<file path="src/rtl/nanorv32_mem_arb_if.sv">
// rtl/nanorv32_mem_arb_if.sv - code/data requester and unified memory port bundle for the arbiter
interface nanorv32_mem_arb_if #(
  parameter int ADDR_MSB = 31,
  parameter int DATA_MSB = 31
);
  logic [ADDR_MSB:0] cpu_codemem_addr;
  logic              cpu_codemem_valid;
  logic [DATA_MSB:0] codemem_cpu_rdata;
  logic              codemem_cpu_ready;

  logic [ADDR_MSB:0] cpu_datamem_addr;
  logic [DATA_MSB:0] cpu_datamem_wdata;
  logic [3:0]        cpu_datamem_bytesel;
  logic              cpu_datamem_write;
  logic              cpu_datamem_valid;
  logic [DATA_MSB:0] datamem_cpu_rdata;
  logic              datamem_cpu_ready;

  logic [ADDR_MSB:0] mem_addr;
  logic [DATA_MSB:0] mem_wdata;
  logic [3:0]        mem_bytesel;
  logic              mem_write;
  logic              mem_valid;
  logic [DATA_MSB:0] mem_rdata;
  logic              mem_ready;

  logic [1:0]        arb_grant;

  modport slave (
    input  cpu_codemem_addr, cpu_codemem_valid,
    input  cpu_datamem_addr, cpu_datamem_wdata, cpu_datamem_bytesel,
    input  cpu_datamem_write, cpu_datamem_valid,
    input  mem_rdata, mem_ready,
    output codemem_cpu_rdata, codemem_cpu_ready,
    output datamem_cpu_rdata, datamem_cpu_ready,
    output mem_addr, mem_wdata, mem_bytesel, mem_write, mem_valid,
    output arb_grant
  );

  modport master (
    output cpu_codemem_addr, cpu_codemem_valid,
    output cpu_datamem_addr, cpu_datamem_wdata, cpu_datamem_bytesel,
    output cpu_datamem_write, cpu_datamem_valid,
    output mem_rdata, mem_ready,
    input  codemem_cpu_rdata, codemem_cpu_ready,
    input  datamem_cpu_rdata, datamem_cpu_ready,
    input  mem_addr, mem_wdata, mem_bytesel, mem_write, mem_valid,
    input  arb_grant
  );
endinterface

</file>
<file path="src/rtl/nanorv32_mem_arb.sv">
// rtl/nanorv32_mem_arb.sv - two-to-one code/data memory arbiter with data priority and fetch starvation guard
module nanorv32_mem_arb #(
  parameter int NRV32_ADDR_MSB = 31,
  parameter int NRV32_DATA_MSB = 31,
  parameter int MAX_DATA_BURST = 4
) (
  input logic               clk,
  input logic               rst,
  nanorv32_mem_arb_if.slave bus
);
  localparam logic [3:0] MAX_BURST = 4'(MAX_DATA_BURST);

  typedef enum logic [1:0] {
    S_IDLE = 2'd0,
    S_CODE = 2'd1,
    S_DATA = 2'd2
  } state_t;

  state_t                r_state;
  logic [3:0]            r_streak;
  logic [NRV32_ADDR_MSB:0] r_mem_addr;
  logic [NRV32_DATA_MSB:0] r_mem_wdata;
  logic [3:0]            r_mem_bytesel;
  logic                  r_mem_write;
  logic                  r_mem_valid;
  logic [1:0]            r_arb_grant;

  logic w_take_data;
  logic w_take_code;

  // Data wins unless a fetch has already waited out a full data burst.
  assign w_take_data = bus.cpu_datamem_valid &&
                       (!bus.cpu_codemem_valid || (r_streak < MAX_BURST));
  assign w_take_code = bus.cpu_codemem_valid && !w_take_data;

  always_ff @(posedge clk or posedge rst) begin
    if (rst) begin
      r_state       <= S_IDLE;
      r_streak      <= 4'd0;
      r_mem_addr    <= '0;
      r_mem_wdata   <= '0;
      r_mem_bytesel <= 4'd0;
      r_mem_write   <= 1'b0;
      r_mem_valid   <= 1'b0;
      r_arb_grant   <= 2'b00;
    end else begin
      case (r_state)
        S_IDLE: begin
          if (w_take_data) begin
            r_state       <= S_DATA;
            r_mem_addr    <= bus.cpu_datamem_addr;
            r_mem_wdata   <= bus.cpu_datamem_wdata;
            r_mem_bytesel <= bus.cpu_datamem_bytesel;
            r_mem_write   <= bus.cpu_datamem_write;
            r_mem_valid   <= 1'b1;
            r_arb_grant   <= 2'b10;
            if (!bus.cpu_codemem_valid)
              r_streak <= 4'd0;
            else if (r_streak != MAX_BURST)
              r_streak <= r_streak + 4'd1;
          end else if (w_take_code) begin
            r_state       <= S_CODE;
            r_mem_addr    <= bus.cpu_codemem_addr;
            r_mem_wdata   <= '0;
            r_mem_bytesel <= 4'b1111;
            r_mem_write   <= 1'b0;
            r_mem_valid   <= 1'b1;
            r_arb_grant   <= 2'b01;
            r_streak      <= 4'd0;
          end
        end
        S_CODE, S_DATA: begin
          if (bus.mem_ready) begin
            r_state     <= S_IDLE;
            r_mem_valid <= 1'b0;
            r_arb_grant <= 2'b00;
          end
        end
        default: begin
          r_state     <= S_IDLE;
          r_mem_valid <= 1'b0;
          r_arb_grant <= 2'b00;
        end
      endcase
    end
  end

  assign bus.mem_addr    = r_mem_addr;
  assign bus.mem_wdata   = r_mem_wdata;
  assign bus.mem_bytesel = r_mem_bytesel;
  assign bus.mem_write   = r_mem_write;
  assign bus.mem_valid   = r_mem_valid;
  assign bus.arb_grant   = r_arb_grant;

  // Completion is reported in the same cycle the memory acknowledges.
  assign bus.codemem_cpu_ready = bus.mem_ready && (r_state == S_CODE);
  assign bus.datamem_cpu_ready = bus.mem_ready && (r_state == S_DATA);
  assign bus.codemem_cpu_rdata = bus.mem_rdata;
  assign bus.datamem_cpu_rdata = bus.mem_rdata;
endmodule

</file>
<file path="src/flat_wrapper.sv">
// flat-port wrapper written by rule: the top's interface ports become plain ports
module nanorv32_mem_arb_flat 
#(
  parameter int NRV32_ADDR_MSB = 31,
  parameter int NRV32_DATA_MSB = 31,
  parameter int MAX_DATA_BURST = 4
)
  (clk, rst, bus_cpu_codemem_addr, bus_cpu_codemem_valid, bus_cpu_datamem_addr, bus_cpu_datamem_wdata, bus_cpu_datamem_bytesel, bus_cpu_datamem_write, bus_cpu_datamem_valid, bus_mem_rdata, bus_mem_ready, bus_codemem_cpu_rdata, bus_codemem_cpu_ready, bus_datamem_cpu_rdata, bus_datamem_cpu_ready, bus_mem_addr, bus_mem_wdata, bus_mem_bytesel, bus_mem_write, bus_mem_valid, bus_arb_grant);
  nanorv32_mem_arb_if #(.ADDR_MSB(31), .DATA_MSB(31)) bus_i ();
  input logic clk;
  input logic rst;
  input wire logic [$bits(bus_i.cpu_codemem_addr)-1:0] bus_cpu_codemem_addr;
  input wire logic [$bits(bus_i.cpu_codemem_valid)-1:0] bus_cpu_codemem_valid;
  input wire logic [$bits(bus_i.cpu_datamem_addr)-1:0] bus_cpu_datamem_addr;
  input wire logic [$bits(bus_i.cpu_datamem_wdata)-1:0] bus_cpu_datamem_wdata;
  input wire logic [$bits(bus_i.cpu_datamem_bytesel)-1:0] bus_cpu_datamem_bytesel;
  input wire logic [$bits(bus_i.cpu_datamem_write)-1:0] bus_cpu_datamem_write;
  input wire logic [$bits(bus_i.cpu_datamem_valid)-1:0] bus_cpu_datamem_valid;
  input wire logic [$bits(bus_i.mem_rdata)-1:0] bus_mem_rdata;
  input wire logic [$bits(bus_i.mem_ready)-1:0] bus_mem_ready;
  output wire logic [$bits(bus_i.codemem_cpu_rdata)-1:0] bus_codemem_cpu_rdata;
  output wire logic [$bits(bus_i.codemem_cpu_ready)-1:0] bus_codemem_cpu_ready;
  output wire logic [$bits(bus_i.datamem_cpu_rdata)-1:0] bus_datamem_cpu_rdata;
  output wire logic [$bits(bus_i.datamem_cpu_ready)-1:0] bus_datamem_cpu_ready;
  output wire logic [$bits(bus_i.mem_addr)-1:0] bus_mem_addr;
  output wire logic [$bits(bus_i.mem_wdata)-1:0] bus_mem_wdata;
  output wire logic [$bits(bus_i.mem_bytesel)-1:0] bus_mem_bytesel;
  output wire logic [$bits(bus_i.mem_write)-1:0] bus_mem_write;
  output wire logic [$bits(bus_i.mem_valid)-1:0] bus_mem_valid;
  output wire logic [$bits(bus_i.arb_grant)-1:0] bus_arb_grant;
  assign bus_i.cpu_codemem_addr = bus_cpu_codemem_addr;
  assign bus_i.cpu_codemem_valid = bus_cpu_codemem_valid;
  assign bus_i.cpu_datamem_addr = bus_cpu_datamem_addr;
  assign bus_i.cpu_datamem_wdata = bus_cpu_datamem_wdata;
  assign bus_i.cpu_datamem_bytesel = bus_cpu_datamem_bytesel;
  assign bus_i.cpu_datamem_write = bus_cpu_datamem_write;
  assign bus_i.cpu_datamem_valid = bus_cpu_datamem_valid;
  assign bus_i.mem_rdata = bus_mem_rdata;
  assign bus_i.mem_ready = bus_mem_ready;
  assign bus_codemem_cpu_rdata = bus_i.codemem_cpu_rdata;
  assign bus_codemem_cpu_ready = bus_i.codemem_cpu_ready;
  assign bus_datamem_cpu_rdata = bus_i.datamem_cpu_rdata;
  assign bus_datamem_cpu_ready = bus_i.datamem_cpu_ready;
  assign bus_mem_addr = bus_i.mem_addr;
  assign bus_mem_wdata = bus_i.mem_wdata;
  assign bus_mem_bytesel = bus_i.mem_bytesel;
  assign bus_mem_write = bus_i.mem_write;
  assign bus_mem_valid = bus_i.mem_valid;
  assign bus_arb_grant = bus_i.arb_grant;
  nanorv32_mem_arb #(.NRV32_ADDR_MSB(NRV32_ADDR_MSB), .NRV32_DATA_MSB(NRV32_DATA_MSB), .MAX_DATA_BURST(MAX_DATA_BURST)) u_core (.clk(clk), .rst(rst), .bus(bus_i));
endmodule
</file>
<file path="config.mk">
export PLATFORM = sky130hd
export DESIGN_NAME = nanorv32_mem_arb_flat
export DESIGN_NICKNAME = d
export VERILOG_FILES = /design/src/rtl/nanorv32_mem_arb_if.sv /design/src/rtl/nanorv32_mem_arb.sv /design/src/flat_wrapper.sv
export SDC_FILE = /design/constraint.sdc
export NUM_CORES = 1
export LEC_CHECK = 0
export BUFFER_PORTS_ARGS = -buffer_cell sky130_fd_sc_hd__buf_4
export CAP_MARGIN = 0
export CORE_AREA = 3 3 105 107
export DETAILED_ROUTE_END_ITERATION = 7
export DIE_AREA = 0 0 108 110
export GPL_TIMING_DRIVEN = 1
export PLACE_DENSITY = 0.77
export SETUP_SLACK_MARGIN = 0.4
export SYNTH_ARGS = -nofsm -noshare
export SYNTH_HDL_FRONTEND = slang
export SYNTH_SLANG_ARGS = --single-unit
export TNS_END_PERCENT = 30
</file>
<file path="constraint.sdc">
create_clock -name clk -period 3.76 [get_ports clk]
set_clock_uncertainty 0.15 [all_clocks]
set_input_delay 0.564 -clock clk [delete_from_list [all_inputs] [get_ports clk]]
set_output_delay 0.564 -clock clk [all_outputs]
set_load 0.02 [all_outputs]
</file>
### Word level (Yosys, flattened, before mapping)

Index checks and enable logic that the tools add are counted.

| storage, ports and cells | value |
|---|---|
| logic and storage cells | 48 |
| bits in registers | 76 |
| bits of input ports | 138 |

| cells by class | value |
|---|---|
| add/subtract/negate cells | 1 |
| multiplexer cells | 20 |
| order comparisons | 1 |
| eq/ne operators | 6 |
| reductions and logical operators | 13 |

Operator list:

| operator | count |
|---|---|
| 32-bit two-way mux | 4 |
| 4-bit two-way mux | 6 |
| 2-bit two-way mux | 3 |
| 1-bit two-way mux | 5 |
| 4-bit by 1-bit adder with 4-bit output (second input constant) | 1 |
| 1-bit logical AND | 4 |
| 4-bit by 3-bit < comparator with 1-bit output (second input constant) | 1 |
| 4-bit by 3-bit inequality test with 1-bit output (second input constant) | 1 |
| 2-bit one-hot mux with 2 select lines | 1 |
| 2-bit AND reduction | 2 |
| 3-bit by 1-bit inequality test with 1-bit output (second input constant) | 1 |
| 3-bit inequality test (second input constant) | 1 |
| 3-bit AND reduction | 1 |
| 2-bit by 1-bit == test with 1-bit output (second input constant) | 1 |
| 2-bit == test (second input constant) | 1 |
| 1-bit logical NOT | 2 |
| 2-bit logical NOT | 1 |
| 2-bit inequality test (second input constant) | 1 |
| 1-bit one-hot mux with 2 select lines | 1 |
| 2-bit nonzero test | 1 |
| 2-bit OR reduction | 1 |
| 1-bit logical OR | 1 |

### Longest topological paths before layout

| logic depth | value |
|---|---|
| word-level depth | 8 |
| mapped depth | 8 |

### Least setup slack after synthesis

Ideal clock, no wire load.

| path | value |
|---|---|
| path kind | register to register |
| start | register u_core.r_state[0] |
| end | register u_core.r_streak[1] |
| clock period less this slack | 1.740 ns |
| arrival time | 1.470 ns |
| path slack | 2.020 ns |
| cell stages (with the launch flop) | 9 |
| buffers on the path | 3 |
| cells stage by stage | dfrtp_1 -> inv_1 -> ha_1 -> buf_4 -> o21a_1 -> buf_4 -> buf_6 -> nor2_1 -> a41o_1 |

| on the way | value |
|---|---|
| word-level cells in the longest chain between the ends | 2 |

RTL lines:

| element | line | RTL |
|---|---|---|
| start: declaration | nanorv32_mem_arb.sv:19 | `state_t r_state;` |
| start signal: assignment | nanorv32_mem_arb.sv:38 | `r_state <= S_IDLE;` |
| start signal: assignment | nanorv32_mem_arb.sv:50 | `r_state <= S_DATA;` |
| start signal: assignment | nanorv32_mem_arb.sv:62 | `r_state <= S_CODE;` |
| 2-bit logical NOT | nanorv32_mem_arb.sv:47 | `case (r_state)` |
| 3-bit AND reduction (no source line) | -- |  |
| end signal: assignment | nanorv32_mem_arb.sv:60 | `r_streak <= r_streak + 4'd1;` |
| end: declaration | nanorv32_mem_arb.sv:20 | `logic [3:0] r_streak;` |

No other way between the ends.
A chain may end at the register's enable or synchronous reset.

### Worst setup path in the final report

| path | value |
|---|---|
| start | register u_core.r_streak[2] |
| end | register u_core.r_mem_wdata[29] (netlist: u_core.bus.mem_wdata[29]) |

| on the way | value |
|---|---|
| word-level cells in the longest chain between the ends | 7 |

RTL lines:

| element | line | RTL |
|---|---|---|
| 4-bit by 3-bit < comparator with 1-bit output (*) | nanorv32_mem_arb.sv:33 | `(!bus.cpu_codemem_valid \|\| (r_streak < MAX_BURST));` |
| 1-bit logical OR (*) | nanorv32_mem_arb.sv:33 |  |
| 1-bit logical AND (*) | nanorv32_mem_arb.sv:32 | `assign w_take_data = bus.cpu_datamem_valid &&` |
| 1-bit logical NOT | nanorv32_mem_arb.sv:34 | `assign w_take_code = bus.cpu_codemem_valid && !w_take_data;` |
| 1-bit logical AND | nanorv32_mem_arb.sv:34 |  |
| 2-bit nonzero test (no source line) | -- |  |
| 2-bit AND reduction (no source line) | -- |  |
| end signal: assignment | nanorv32_mem_arb.sv:52 | `r_mem_wdata <= bus.cpu_datamem_wdata;` |
| end: declaration | nanorv32_mem_arb.sv:22 | `logic [NRV32_DATA_MSB:0] r_mem_wdata;` |

Mark *: on every way between the ends. The rest lies on a longest branch, timed or not.

==> flow_summary.ini <==
[yosys]
synthCells = 446
synth_top_cell_area_share_pct = 47.0
yosysWarnings = 0
yosysSeqAreaShare_pct = 47.0
yosysTopAreaCell = dfrtp_1
ys_types = 23
synth_nets = 589
synthesis.area_um2 = 4040
syn_area_per_cell_um2 = 9.07
ys_seq_elements = 76
ys_top_cells_by_area = dfrtp_1, buf_4, nand2_1

[route]
wl_um = 11200
drc = 0
drtIter0Drc = 226
routed-via-count = 3494
drtPass1Iterations = 4
drtAntennaViolNets = 0
vias_per_cell = 5.10
avgRoutedWirePerCell_um = 16.3

[cts]
cts.sinks = 76
path_clk_slew_ps = 90
htree_num_levels = 3
cts_resized = 0
cts-buffers-inserted = 9
insertion_delay_ps = 350
postCtsHoldBufs = 0
tritoncts = built
max-clock-path-buffers = 2
post_cts_buffers = 0
ctsRootBufferMaster = clkbuf_8

[final_layout]
seq_area_um2 = 1900
drive_gt1_share_pct = 39.2
layout_common_cells = buf_4, nand2_1, dfrtp_1
final_common_cell = buf_4
nets = 687
post-route-util_pct = 49.8
final_area_um2 = 5100
fillers = 945
antenna-diode-count = 0
multi_input_area_um2 = 1410
synthToLayoutAreaGrowth_pct = 26.0
finalNonFillerCells = 685

[floorplan]
initial_core_util_pct = 39.5
row_count = 37
ios = 276
die_h_um = 110
coreArea_um2 = 10200
die_x_um = 108
dieArea_um2 = 11900

[critical_path]
cp.arrival_ps = 2750
critPathCapture = u_core.bus.mem_wdata[29]
worst-path-buf-inv = 0
crit_required_ps = 3850
r2r-end = u_core.bus.mem_wdata[29]
cp_slowest_cell = nand2_1
start_kind = register
worstSetupPathType = register to register
r2r_start = u_core.r_streak[2]
crit_chain = o21ai_4 > nand2_1 > o21ai_0
end_kind = register
r2r_setup_slack_ps = 1100
critPathMaxStageDelay_ps = 810
crit_start = u_core.r_streak[2]
ff2ff_path_depth = 3
critical_path_cell_count = 3
cp_max_fo = 35
crit_family = compound AO/OA/AOI/OAI gates

[worst_hold_path]
hold_path.class = input pin to async pin

[sta]
period_minus_slack_ps = 2660
grt_setup_unrepaired = false
fmax_mhz = 377
period_share_pct = 70.6
finalHoldViolations = 0
finalMaxSlewViolations = 0
fin_tns_setup_ps = 0
tightest_slew_ps = 932
slew_headroom_pct = 37.6
setup_violations = 0

[grt]
antenna_found_initial = 0
grt_pass1_vias = 3463
grt_pass1_wl_um = 16700
grt_max_degree = 45
gr-total-overflow = 0
grt_usage_pct = 17.9

[run_status]
status = complete, no violations

[power_and_ir_drop]
irDropWorstVdd_mv = 0.393
p_total_uw = 4300
leakage_uw = 0.00250
power_per_cell_area_nw_per_um2 = 844

[placement]
place_area_um2 = 4900
dp_cells = 669
io_buffers = 179
hpwlAfterDp_um = 8070
gp_congestion = 0.718

[flow_run]
cap_violations = 0
## per-layer routing
metal	track usage [%]	share of wire [%]	wire, µm
met2	30.2	49	5450
met4	8.93	3.2	363
met5	0	0	0
met1	20.8	39	4310
met3	5.53	9.5	1060
## state kept, by name, summed over array words and instances, names as in the netlist
signal / cells
u_core.r_streak: 4
u_core.r_state: 2
u_core.bus.mem_addr: 32
u_core.bus.mem_valid: 1
u_core.bus.mem_bytesel: 4
u_core.bus.mem_wdata: 32
u_core.bus.mem_write: 1
## power breakdown
| part | switching, µW | internal (µW) | total (µW) |
|---|---|---|---|
| Sequential | 238 | 1200 | 1440 |
| Combinational | 1350 | 891 | 2240 |
| Clock | 312 | 313 | 625 |
| Total | 1900 | 2400 | 4300 |
## layout make-up
class	instances	area share [%]
multi-input cells	266	27.7
repair buffers	185	27.3
well taps	136	3.34
clock buffers	10	2.50
clock inverters	6	1.40
flip-flops and latches	76	37.3
inverters	6	0.466
## stage by stage
| step | hold slack (ps) | setup slack [ps] |
|---|---|---|
| final | 172 | 1100 |
| after global routing | 213 | 810 |
| after CTS | 187 | 1090 |
| after detailed placement | 326 | 1060 |
| after global placement | 313 | 1180 |
| after floorplan | 335 | 1110 |
## how the worst min path moves through the flow
stage | endpoint | cells past startpoint | start | slack [ps]
final | u_core.bus.mem_wdata[20] | 2 | rst | 170
after global routing | u_core.bus.mem_wdata[19] | 2 | rst | 210
after CTS | u_core.bus.mem_wdata[20] | 2 | rst | 190
after detailed placement | u_core.bus.mem_addr[22] | 2 | u_core.bus.mem_addr[22] | 330
after global placement | u_core.bus.mem_wdata[13] | 2 | u_core.bus.mem_wdata[13] | 310
after floorplan | u_core.r_streak[0] | 1 | u_core.r_streak[0] | 330
## Yosys cell counts (all sizes together)
cell and count:
buf 86, o21a 1, nand2 133, dfrtp 76, o211ai 32, nor2b 1, nand4 33, inv 6
nor2 11, a21oi 4, ha 5, and2 4, clkbuf 12, a41o 1, o21ai 37, a22o 2
a21o 2
## kinds of logic after synthesis
group / count (synthesis) / synth area share, %
compound gates: 79 / 14.0
fa+ha+maj: 5 / 1.55
buf+inv: 104 / 18.1
flops: 76 / 47.0
simple gates: 182 / 19.3
## worst register-to-register path, delay by kind of cell (launching register included)
family / cells / cell delay [ps]
flops: 1 / 410
simple gates: 1 / 810
compound gates: 2 / 1190
Note: power is estimated with default switching activity, not from simulation.
